<file path="src/rtl/rob_commit_ctrl_pkg.sv">
// Shared types for the ROB commit controller: FSM states and the head retire classification.
package rob_commit_ctrl_pkg;

  typedef enum logic [1:0] {
    StRun,
    StStReq,
    StSquash,
    StHalted
  } commit_state_e;

  typedef enum logic [2:0] {
    RkNone,
    RkNormal,
    RkStore,
    RkMispredict,
    RkHalt
  } retire_kind_e;

  // Resolve what the head wants to do; halt > mispredict > store > normal.
  function automatic retire_kind_e head_kind(input logic ready, input logic is_halt,
                                             input logic is_mispredict, input logic is_store);
    if (!ready) return RkNone;
    if (is_halt) return RkHalt;
    if (is_mispredict) return RkMispredict;
    if (is_store) return RkStore;
    return RkNormal;
  endfunction

endpackage

</file>
<file path="src/rtl/rob_commit_ctrl_timeout.sv">
// Saturating wait counter for the store-commit handshake; tc_o pulses on the increment
// that brings the count to Limit.
module rob_commit_ctrl_timeout #(
  parameter int unsigned Limit = 64
) (
  input  logic clk_i,
  input  logic rst_ni,
  input  logic clr_i,
  input  logic en_i,
  output logic tc_o
);

  localparam int unsigned CntW = $clog2(Limit + 1);
  localparam logic [CntW-1:0] LastCnt = CntW'(Limit - 1);
  localparam logic [CntW-1:0] MaxCnt = CntW'(Limit);

  logic [CntW-1:0] cnt_q, cnt_d;

  always_comb begin
    cnt_d = cnt_q;
    if (clr_i) begin
      cnt_d = '0;
    end else if (en_i && (cnt_q != MaxCnt)) begin
      cnt_d = cnt_q + 1'b1;
    end
  end

  assign tc_o = en_i & ~clr_i & (cnt_q == LastCnt);

  always_ff @(posedge clk_i or negedge rst_ni) begin
    if (!rst_ni) begin
      cnt_q <= '0;
    end else begin
      cnt_q <= cnt_d;
    end
  end

endmodule

</file>
<file path="src/rtl/rob_commit_ctrl.sv">
// ROB head retirement sequencer: RF writeback, store commit handshake, mispredict squash
// pulse and halt.
module rob_commit_ctrl
  import rob_commit_ctrl_pkg::*;
#(
  parameter int unsigned TagW      = 3,
  parameter int unsigned CntW      = 32,
  parameter int unsigned StTimeout = 64
) (
  input  logic            clk_i,
  input  logic            rst_ni,
  input  logic            head_valid_i,
  input  logic            head_complete_i,
  input  logic [TagW-1:0] head_tag_i,
  input  logic            head_is_store_i,
  input  logic            head_mispredict_i,
  input  logic            head_halt_i,
  input  logic            head_has_dest_i,
  input  logic [4:0]      head_dest_reg_i,
  input  logic [31:0]     head_value_i,
  input  logic [31:0]     head_target_pc_i,
  input  logic            retire_stall_i,
  input  logic            rob_empty_i,
  input  logic            st_commit_ack_i,
  output logic            retire_en_o,
  output logic            rf_we_o,
  output logic [4:0]      rf_waddr_o,
  output logic [31:0]     rf_wdata_o,
  output logic            st_commit_req_o,
  output logic [TagW-1:0] st_commit_tag_o,
  output logic            squash_valid_o,
  output logic [TagW-1:0] squash_tag_o,
  output logic [31:0]     squash_pc_o,
  output logic            halted_o,
  output logic [CntW-1:0] retired_count_o,
  output logic            st_timeout_err_o
);

  commit_state_e   state_q, state_d;
  retire_kind_e    kind;
  logic            ready;
  logic            head_writes_rf;
  logic [TagW-1:0] st_tag_q, st_tag_d;
  logic            sq_valid_q, sq_valid_d;
  logic [TagW-1:0] sq_tag_q, sq_tag_d;
  logic [31:0]     sq_pc_q, sq_pc_d;
  logic [CntW-1:0] count_q, count_d;
  logic            err_q, err_d;
  logic            tmo_clr, tmo_en, tmo_tc;

  assign ready          = head_valid_i & head_complete_i & ~retire_stall_i;
  assign kind           = head_kind(ready, head_halt_i, head_mispredict_i, head_is_store_i);
  assign head_writes_rf = head_has_dest_i & (head_dest_reg_i != 5'd0);

  always_comb begin
    state_d     = state_q;
    retire_en_o = 1'b0;
    rf_we_o     = 1'b0;
    rf_waddr_o  = '0;
    rf_wdata_o  = '0;
    st_tag_d    = st_tag_q;
    sq_valid_d  = 1'b0;
    sq_tag_d    = sq_tag_q;
    sq_pc_d     = sq_pc_q;
    tmo_clr     = 1'b0;
    tmo_en      = 1'b0;

    unique case (state_q)
      StRun: begin
        unique case (kind)
          RkNormal, RkMispredict: begin
            retire_en_o = 1'b1;
            if (head_writes_rf) begin
              rf_we_o    = 1'b1;
              rf_waddr_o = head_dest_reg_i;
              rf_wdata_o = head_value_i;
            end
            if (kind == RkMispredict) begin
              sq_valid_d = 1'b1;
              sq_tag_d   = head_tag_i;
              sq_pc_d    = head_target_pc_i;
              state_d    = StSquash;
            end
          end
          RkHalt: begin
            retire_en_o = 1'b1;
            state_d     = StHalted;
          end
          RkStore: begin
            st_tag_d = head_tag_i;
            tmo_clr  = 1'b1;
            state_d  = StStReq;
          end
          default: ;
        endcase
      end
      StStReq: begin
        // The ack retire is deliberately not gated by retire_stall_i.
        if (st_commit_ack_i) begin
          retire_en_o = 1'b1;
          state_d     = StRun;
        end else begin
          tmo_en = 1'b1;
        end
      end
      StSquash: begin
        // Skip the exit check during the squash pulse cycle.
        if (!sq_valid_q && rob_empty_i) begin
          state_d = StRun;
        end
      end
      StHalted: ;
      default: state_d = StRun;
    endcase
  end

  assign count_d = count_q + CntW'(retire_en_o);
  assign err_d   = err_q | tmo_tc;

  rob_commit_ctrl_timeout #(
    .Limit(StTimeout)
  ) u_timeout (
    .clk_i (clk_i),
    .rst_ni(rst_ni),
    .clr_i (tmo_clr),
    .en_i  (tmo_en),
    .tc_o  (tmo_tc)
  );

  always_ff @(posedge clk_i or negedge rst_ni) begin
    if (!rst_ni) begin
      state_q    <= StRun;
      st_tag_q   <= '0;
      sq_valid_q <= 1'b0;
      sq_tag_q   <= '0;
      sq_pc_q    <= '0;
      count_q    <= '0;
      err_q      <= 1'b0;
    end else begin
      state_q    <= state_d;
      st_tag_q   <= st_tag_d;
      sq_valid_q <= sq_valid_d;
      sq_tag_q   <= sq_tag_d;
      sq_pc_q    <= sq_pc_d;
      count_q    <= count_d;
      err_q      <= err_d;
    end
  end

  assign st_commit_req_o  = (state_q == StStReq);
  assign st_commit_tag_o  = st_tag_q;
  assign squash_valid_o   = sq_valid_q;
  assign squash_tag_o     = sq_tag_q;
  assign squash_pc_o      = sq_pc_q;
  assign halted_o         = (state_q == StHalted);
  assign retired_count_o  = count_q;
  assign st_timeout_err_o = err_q;

endmodule

</file>
<file path="config.mk">
export PLATFORM = sky130hd
export DESIGN_NAME = rob_commit_ctrl
export DESIGN_NICKNAME = d
export VERILOG_FILES = /design/src/rtl/rob_commit_ctrl_pkg.sv /design/src/rtl/rob_commit_ctrl_timeout.sv /design/src/rtl/rob_commit_ctrl.sv
export SDC_FILE = /design/constraint.sdc
export NUM_CORES = 1
export LEC_CHECK = 0
export CAP_MARGIN = 20
export CORE_MARGIN = 2
export CORE_UTILIZATION = 40
export DETAILED_ROUTE_END_ITERATION = 6
export GPL_TIMING_DRIVEN = 0
export PLACE_DENSITY = 0.81
export SKIP_LAST_GASP = 1
export SLEW_MARGIN = 10
export SYNTH_ARGS = -nofsm -noshare
export SYNTH_HDL_FRONTEND = slang
export SYNTH_SLANG_ARGS = --single-unit
</file>
<file path="constraint.sdc">
create_clock -name clk_i -period 2.8 [get_ports clk_i]
set_input_delay 0.42 -clock clk_i [delete_from_list [all_inputs] [get_ports clk_i]]
set_output_delay 0.42 -clock clk_i [all_outputs]
set_load 0.05 [all_outputs]
</file>
==> results of run 1 <==
-- kinds of logic (layout without fill, tap and decap cells) --
group / after synthesis / after routing / synth area share (%)
mux: 41 / 41 / 12.12
simple gates: 121 / 121 / 19.36
fa+ha+maj: 8 / 8 / 2.643
compound gates: 9 / 9 / 1.619
xor+xnor: 36 / 36 / 8.325
flops: 81 / 81 / 53.52
buf+inv: 17 / 233 / 2.412
-- final cells by class --
| type | count | area, µm² |
|---|---|---|
| multi-input combinational | 215 | 1679 |
| fill | 762 | 3138 |
| tap | 111 | 138.9 |
| inverter | 10 | 37.54 |
| timing repair buffer | 201 | 1881 |
| buffer | 7 | 53.80 |
| clock inverter | 5 | 103.9 |
| clock buffer | 10 | 137.6 |
| sequential | 81 | 2027 |
-- routing by layer --
| metal | share of wire [%] | wire length [µm] |
|---|---|---|
| met5 | 0 | 0 |
| met1 | 38 | 3837 |
| met3 | 6.8 | 680 |
| met2 | 52 | 5229 |
| met4 | 2.7 | 267 |
-- power by group through the flow --
stage	Sequential (W)	Combinational, W	Clock [W]
finish	0.00165	0.00216	0.00102
global route	0.00168	0.00226	0.00109
CTS	0.00165	0.00218	0.00104
detailed placement	0.00167	0.00218	0
global placement	0.00165	0.00215	0
floorplan	0.00261	0.000410	0
-- final timing paths --
kind,endpoint,slack [ps],cells past startpoint
max in group asynchronous,u_timeout.cnt_q[2],1720,3
hold / removal,retired_count_o[31],480,1
setup / recovery,rf_wdata_o[1],60,5
hold reg to reg,retired_count_o[31],480,1
setup reg to reg,retired_count_o[30],320,11
min in group asynchronous,retired_count_o[31],490,2
-- through the flow --
stage,hold WS [ps],area (µm²),worst slack (ps)
finish,479.9,6058,64.82
global route,500.9,6058,-6.540
CTS,476.2,6036,-96.26
detailed placement,321.7,5909,-730.8
global placement,451.0,5884,-1468
floorplan,124.4,3794,36.19
-- layout by cell type (no fill, tap or decap), drive strengths merged, types with 4 or more instances in the layout --
master	instances
xnor2	25
dfrtp	81
clkbuf	16
nand4	14
clkdlybuf4s15	8
buf	37
and2	38
nor2	15
nand3	15
and3	6
inv	10
nor3	5
nand2	11
o21ai	5
clkdlybuf4s50	156
mux2	39
nor4	4
ha	8
xor2	11
-- flip-flops by register name, summed over array words and instances (netlist names) --
register,flops
squash_tag_o,3
squash_valid_o,1
state_q,2
st_commit_tag_o,3
st_timeout_err_o,1
squash_pc_o,32
retired_count_o,32
u_timeout.cnt_q,7
-- repair_timing --
| action | 4_1_cts | 5_1_grt |
|---|---|---|
| setup endpoints to repair | 39 | 41 |
| hold buffers | 1 | 0 |
| pin swaps | 2 | 2 |
| cloned | 0 | 0 |
| buffers inserted | 1 | 3 |
| resized for setup | 166 | 8 |
| endpoints found under the hold margin | 19 | 0 |
-- worst max-delay path, stage by stage --
cell and delay, ps:
clkdlybuf4s50_1 430, or4_1 520, o2111a_2 320, and2_1 170, clkdlybuf4s15_1 450
==> flow_summary.ini, run 1 <==
[worst_setup_path]
crit_start = head_dest_reg_i[1]
worstSetupStartpointType = input pin
crit_fanout = 9
critPathArrivalTime_ps = 2320
cp-end-kind = output pin
cp.required_ps = 2380
r2r_start = state_q[0]
crit_type = input pin to output pin

[die]
rows = 35
fp.coreArea_mm2 = 0.009196
die_x_um = 101.3
ios = 196
fp.dieH_um = 101.3
dieArea_mm2 = 0.01026
start_util_pct = 41.18

[global_routing]
grt_util_all_layers_pct = 19.37
grt_pass1_vias = 3287
grt_pass1_wl_um = 15630
use_met1_pct = 21.84
grt.overflow.total = 0
use_met3_pct = 4.969
grt-busiest-layer = met2
grt_util_met2_pct = 35.30
grt_max_degree = 63
antenna_found_initial = 0

[min_path]
hp-class = register to register
min-delay-start = retired_count_o[31]

[detailed_routing]
drc_errors = 0
via_count = 3181
wl_per_cell_um = 15.65
via_per_inst = 4.970
drtPass1Iterations = 4
routed_wl_um = 10020
drtAntennaViolNets = 0
drt_iter0_markers = 85

[sta]
tightest_slew_ps = 616.9
max_clock_freq_mhz = 365.6
post-route-min-period_ps = 2735
slew_violations = 0
clock_skew_ps = 15.79
relSlewSlack_pct = 58.49
hold_violations = 0
finalSetupViolations = 0
finalCritPeriodShare_pct = 97.69
setup_tns_ps = 0

[clocking]
root_buffer = clkbuf_8
cts_max_level = 3
cts.path.max_buffers = 2
cts_sinks = 81
clk-insertion-delay-late_ps = 340
cts_tree = yes
clkTransAtPathRegs_ps = 90
cts_buffers = 9

[logic_synthesis]
synth-seq-cells = 81
ys_seq_area_share_pct = 53.52
syn-num-nets = 404
yosysTopAreaCell = dfrtp_1
synth.distinct_cells = 38
ys_async_sr_fraction_pct = 100.0
synth_area_mm2 = 0.003787
synth_edf_count = 0
postSynthAreaPerCell_um2 = 12.10
synth.area.top_cells = dfrtp_1, mux2_2, and2_1
ys_warn_count = 0
netlist_top_cells_count = dfrtp_1, mux2_2, and2_1, xnor2_1
yosysTopAreaCellShare_pct = 53.52
synth.most_common_cell = dfrtp_1
synth_ff_type = dfrtp_1
netlist_instances = 313

[pwr]
power_frac_seq_pct = 34.2
power_w = 0.004829
swShare_pct = 39.93
p_clk_share_pct = 21.1
p_per_area_mw_per_mm2 = 797.0
p_switching_w = 0.001928
ir_drop_uv = 396.4
internal_power_w = 0.002901
p_leak_nw = 2.797
comb_power_share_pct = 44.7

[place]
io_buffers = 195
place_congestion = 0.8575
place_inst = 620
hpwl_um = 7974

[final_layout]
post-route-util_pct = 65.88
fin_nets = 616
area_growth_syn_to_layout_pct = 59.96
n_antenna_cell = 0
drive_above_1_share_pct = 21.36
final_cells = 640

[run]
maxCapViolCount = 0

[run_status]
status = finished, final reports clean
No activity file was read; power rests on OpenSTA's default activity.
==> run 2, diff against run 1 <==
--- a/config.mk
+++ b/config.mk
@@ -6,7 +6,7 @@
 export NUM_CORES = 1
 export LEC_CHECK = 0
 export CAP_MARGIN = 20
-export CORE_MARGIN = 2
+export CORE_MARGIN = 3
 export CORE_UTILIZATION = 40
 export DETAILED_ROUTE_END_ITERATION = 6
 export GPL_TIMING_DRIVEN = 0
==> constraint.sdc (replaced) <==
create_clock -name clk_i -period 3 [get_ports clk_i]
set_input_delay 0.45 -clock clk_i [delete_from_list [all_inputs] [get_ports clk_i]]
set_output_delay 0.45 -clock clk_i [all_outputs]
set_load 0.05 [all_outputs]
==> run 2 against run 1 <==
  * Critical path depth grew 2
  * Critical endpoint is now rf_waddr_o[0]
  * Sequential share of layout area grew 0.29 points
  * Final area shrank 0.85%
  * Highest routed layer unchanged
  * Cell count grew 1.9%
  * Global-route usage grew 0.81 points
  * Worst hold slack lost 440 ps
  * Clock-buffer cell count shrank 1
  * Worst setup slack gained 34 ps
  * Clock skew shrank 4.9 ps
  * Clock power shrank 27%
==> flow_summary.ini, run 2 (synthesized netlist as in run 1, its figures left out) <==
[worst_setup_path]
rrSetupSlack_ps = 310
crit_type = input pin to output pin
cp.required_ps = 2550
critPathArrivalTime_ps = 2450
crit_fanout = 10
worstSetupStartpointType = input pin
cp-end-kind = output pin

[final_layout]
layout_common_cells = clkdlybuf4s50_1, dfrtp_1, mux2_2
fill_cells = 722
fin_nets = 612
multi_input_area_mm2 = 0.001680
drive_above_1_share_pct = 19.77
final_area_mm2 = 0.006007
n_antenna_cell = 0
ff_latch_area_mm2 = 0.002027
final_common_cell = clkdlybuf4s50_1
area_growth_syn_to_layout_pct = 58.61

[global_routing]
antenna_found_initial = 0
grt_pass1_wl_um = 16600
grt_pass1_vias = 3286
grt_max_degree = 49
grt.overflow.total = 0
grt_util_all_layers_pct = 20.19

[sta]
holdWs_ps = 37.16
finalCritPeriodShare_pct = 96.71
slew_violations = 0
hold_violations = 0
max_clock_freq_mhz = 344.7
tightest_slew_ps = 638.6
finalSetupViolations = 0
relSlewSlack_pct = 57.03
rsz0062_at_grt = true
post-route-min-period_ps = 2901
clock_skew_ps = 10.88

[clocking]
root_buffer = clkbuf_8
cts_sinks = 81
cts.path.max_buffers = 2
clk-insertion-delay-late_ps = 360
cts_buffers = 9
cts_tree = yes
clkTransAtPathRegs_ps = 100
cts_hold_buf = 0
cts_max_level = 3

[detailed_routing]
wl_per_cell_um = 16.24
drc_errors = 0
drt_iter0_markers = 50
via_per_inst = 4.824
via_count = 3145
routed_wl_um = 10590
drtAntennaViolNets = 0
drtPass1Iterations = 4

[run]
maxCapViolCount = 0

[place]
place_area_mm2 = 0.005926
io_buffers = 195
hpwl_um = 8570
place_congestion = 0.7996

[die]
rows = 34
ios = 196
fp.dieH_um = 103.3
start_util_pct = 42.19
dieArea_mm2 = 0.01067
die_x_um = 103.3
fp.coreArea_mm2 = 0.008976

[pwr]
ir_drop_uv = 554.1
p_per_area_mw_per_mm2 = 722.3
p_leak_nw = 2.782

[run_status]
status = finished, final reports clean

[min_path]
hp-class = input pin to async pin
[run 2: routing by layer]
metal | part of all wire [%] | wire length [µm] | up-vias | global-route usage (%)
met5 | 0 | 0 | - | 0
met4 | 0.77 | 81 | 0 | 3.685
met3 | 10 | 1062 | 7 | 9.926
met2 | 53 | 5571 | 126 | 35.08
met1 | 37 | 3870 | 1518 | 22.72
li1 | - | - | 1494 | -
[run 2: worst paths after layout]
path | from | cells after the start | endpoint
min in group clk_i | retired_count_o[31] | 1 | retired_count_o[31]
worst max register to register | state_q[0] | 10 | retired_count_o[30]
worst min-delay path | rst_ni | 1 | squash_pc_o[23]
worst min register to register | retired_count_o[31] | 1 | retired_count_o[31]
max in group asynchronous | rst_ni | 2 | squash_tag_o[2]
worst max-delay path | retire_stall_i | 7 | rf_waddr_o[0]
[run 2: cell type report]
| type | instances | share of cell area (%) |
|---|---|---|
| plain buffers | 7 | 0.8956 |
| inverters | 10 | 0.6249 |
| repair buffers | 197 | 31.08 |
| multi-input cells | 215 | 27.97 |
| clock inverters | 7 | 0.9998 |
| flip-flops and latches | 81 | 33.74 |
| well taps | 126 | 2.624 |
| clock buffers | 9 | 2.062 |
[run 2: power breakdown]
part | internal (W) | switching [W]
clock network | 0.000318 | 0.000427
registers | 0.00137 | 0.000177
logic | 0.000770 | 0.00128
total | 0.00246 | 0.00188
[run 2: repair_timing]
action,4_1_cts,5_1_grt
setup endpoints to repair,38,33
buffers inserted,0,1
pin swaps,1,0
gates resized for setup,96,50
[run 2: worst max-delay path, stage by stage]
cell             delay (ps)
clkdlybuf4s50_1         390
nand3b_1                290
nor3b_4                 280
o2111a_2                310
buf_2                   210
and2_1                  150
clkdlybuf4s18_2         370
[run 2: metrics by stage]
step,std cells,TNS (ps),util (%),power (W),worst slack (ps)
final,652,0,66.92,0.004339,98.56
after global routing,652,-5.709,66.92,0.004559,-5.709
after CTS,651,-160.2,68.34,0.004390,-160.2
after detailed placement,635,-17270,66.02,0.003630,-551.4
after global placement,634,-121540,65.74,0.003573,-1316
after floorplan,313,0,-,0.002816,96.77
==> run 3, diff against run 2 <==
--- a/config.mk
+++ b/config.mk
@@ -7,12 +7,14 @@
 export LEC_CHECK = 0
 export CAP_MARGIN = 20
 export CORE_MARGIN = 3
-export CORE_UTILIZATION = 40
+export CORE_UTILIZATION = 41
 export DETAILED_ROUTE_END_ITERATION = 6
 export GPL_TIMING_DRIVEN = 0
+export HOLD_SLACK_MARGIN = 0.08
 export PLACE_DENSITY = 0.81
 export SKIP_LAST_GASP = 1
 export SLEW_MARGIN = 10
 export SYNTH_ARGS = -nofsm -noshare
 export SYNTH_HDL_FRONTEND = slang
+export SYNTH_HIERARCHICAL = 1
 export SYNTH_SLANG_ARGS = --single-unit
==> run 3 against run 2 <==
  * Worst hold slack improved by 450 ps
  * Die area rose by 1.8%
  * Clock skew fell by 1.3 ps
  * Final area rose by 5.0%
  * Area after synthesis rose by 4.5%
  * First-iteration DRC count rose to 3.0 times the previous value
  * Synthesized cell count rose by 3.5%
==> flow_summary.ini, run 3 <==
[detailed_routing]
routed_wl_um = 11030
drtPass1Iterations = 4
drt_iter0_markers = 150
drc_errors = 0
wl_per_cell_um = 16.58
via_per_inst = 4.979
via_count = 3311
drtAntennaViolNets = 0

[clocking]
cts_sinks = 81
root_buffer = clkbuf_8
cts_tree = yes
cts_buffers = 9
cts_setup_buffers = 0
cts_max_level = 3
clkTransAtPathRegs_ps = 80
clk-insertion-delay-late_ps = 340
cts.path.max_buffers = 2

[final_layout]
drive_above_1_share_pct = 25.19
n_antenna_cell = 0
fin_nets = 623
final_area_mm2 = 0.006305
layout_common_cells = clkdlybuf4s50_1, dfrtp_1, mux2_2
final_common_cell = clkdlybuf4s50_1
area_growth_syn_to_layout_pct = 59.36

[run]
maxCapViolCount = 0

[logic_synthesis]
yosysTopAreaCell = dfrtp_1
synth-simple-area-share_pct = 22.49
syn-num-nets = 415
muxShareOfSynthArea_pct = 11.64
synth-xor-area-share_pct = 7.084
synth_area_mm2 = 0.003956
ys_async_sr_fraction_pct = 100.0
synth_ff_type = dfrtp_1
synth.area.top_cells = dfrtp_1, mux2_2, xnor2_1
synth.distinct_cells = 43
synth-compound-area-share_pct = 2.182
ys_warn_count = 6
yosysTopAreaCellShare_pct = 51.23
synth-seq-cells = 81
synth_edf_count = 0
netlist_top_cells_count = dfrtp_1, mux2_2, xnor2_1, and2_4, nand3_1
netlist_instances = 324
yosys.area_share.adder_pct = 2.530
synth_top_family_by_area = simple AND/OR/NAND/NOR gates
synth.most_common_cell = dfrtp_1
postSynthAreaPerCell_um2 = 12.21
ys_seq_area_share_pct = 51.23

[worst_setup_path]
rrSetupSlack_ps = 530
worstSetupStartpointType = input pin
crit_fanout = 9
cp.required_ps = 2550
r2r_start = state_q[0]
crit_type = input pin to output pin
cp-end-kind = output pin
rr_worst_depth = 11
critPathArrivalTime_ps = 2480
r2r_end = retired_count_o[12]

[die]
dieArea_mm2 = 0.01086
fp.dieH_um = 104.2
fp.coreArea_mm2 = 0.009328
start_util_pct = 42.41
rows = 35
ios = 196
die_x_um = 104.2

[sta]
relSlewSlack_pct = 62.70
clock_skew_ps = 9.534
finalSetupViolations = 0
tightest_slew_ps = 557.7
max_clock_freq_mhz = 340.9
post-route-min-period_ps = 2934
hold_violations = 0
finalCritPeriodShare_pct = 97.79
slew_violations = 0
setup_tns_ps = 0
rsz0062_at_grt = false

[global_routing]
antenna_found_initial = 0
grt_max_degree = 51
grt.overflow.total = 0
grt_pass1_vias = 3336
grt_util_all_layers_pct = 20.43
grt_pass1_wl_um = 17540

[run_status]
status = finished, final reports clean

[pwr]
p_switching_w = 0.001852
comb_power_share_pct = 48.1
p_clk_share_pct = 16.1
p_per_area_mw_per_mm2 = 687.3
p_leak_nw = 2.757
swShare_pct = 42.73
power_frac_seq_pct = 35.8
ir_drop_uv = 685.3
internal_power_w = 0.002482

[place]
place_area_mm2 = 0.006098
place_congestion = 0.9207
io_buffers = 195
hpwl_um = 8793

[min_path]
hp-class = register to register
min-delay-start = retired_count_o[31]
whs_path_depth = 1
min_to = retired_count_o[31]
[run 3: cell count changes after synthesis, moves of 4 or more]
| cell | delta |
|---|---|
| and2_1 | -27 |
| and2_2 | +6 |
| and2_4 | +25 |
| nor2_1 | -8 |
| nand4b_1 | +4 |
| buf_2 | +4 |
| xor2_1 | -6 |
[run 3: worst max path at each step]
| stage | to | cells past startpoint | from | slack [ps] |
|---|---|---|---|---|
| floorplan | retired_count_o[12] | 11 | state_q[1] | 220 |
| global placement | retired_count_o[10] | 1 | rst_ni | -1350 |
| detailed placement | rf_wdata_o[30] | 7 | head_complete_i | -430 |
| CTS | rf_wdata_o[30] | 7 | head_complete_i | -150 |
| global route | rf_wdata_o[29] | 7 | head_complete_i | 1 |
| finish | rf_wdata_o[31] | 6 | head_complete_i | 70 |
[run 3: layout make-up]
class                      instances  area (µm²)
multi-input combinational        223        1821
inverter                           7       26.28
buffer                            13       86.33
clock buffer                      10       137.6
sequential                        81        2027
timing repair buffer             197        2013
fill                             713        3023
clock inverter                     5       32.53
tap                              129       161.4
[run 3: timing repair]
action,4_1_cts,5_1_grt
hold buffers,1,0
endpoints found under the setup margin,37,5
resized for setup,93,6
gates cloned,0,0
hold endpoints to repair,31,0
[run 3: metrics by stage]
| step | power [W] | utilization, % | std cells | hold WS (ps) | worst slack (ps) |
|---|---|---|---|---|---|
| final | 0.004333 | 67.59 | 665 | 484.6 | 66.23 |
| after global routing | 0.004550 | 67.59 | 665 | 505.8 | 1.070 |
| after CTS | 0.004391 | 67.57 | 665 | 484.2 | -147.0 |
| after detailed placement | 0.003675 | 65.38 | 649 | 420.1 | -425.2 |
| after global placement | 0.003617 | 65.11 | 648 | 462.5 | -1347 |
| after floorplan | 0.002865 | - | 324 | 154.4 | 223.9 |
[run 3: critical path, stage by stage]
cell and delay [ps]:
clkdlybuf4s50_1 510, nand3b_4 130, nor3b_4 310, o2111a_2 370, and2_2 160, dlygate4sd2_1 550
[run 3: metal layers]
metal	track usage [%]	vias to the layer above	share of wire [%]
li1	-	1545	-
met1	22.20	1603	36
met2	36.30	140	53
met3	7.200	23	7.6
met4	8.072	0	3.1
met5	0	-	0
[run 3: kinds of logic (layout without fill, tap and decap cells)]
| family | after synthesis | after routing |
|---|---|---|
| multiplexers | 41 | 41 |
| AO/OA/AOI/OAI | 13 | 13 |
| flip-flops | 81 | 81 |
| XOR/XNOR | 32 | 32 |
| AND/OR/NAND/NOR | 129 | 129 |
| buffers and inverters | 20 | 232 |
| adder cells (fa/ha/maj) | 8 | 8 |
[run 3: power by group through the flow]
stage / clock network, W / logic (W) / registers, W
finish: 0.000698 / 0.00209 / 0.00155
global route: 0.000779 / 0.00218 / 0.00159
CTS: 0.000731 / 0.00211 / 0.00155
detailed placement: 0 / 0.00210 / 0.00157
global placement: 0 / 0.00206 / 0.00155
floorplan: 0 / 0.000421 / 0.00244
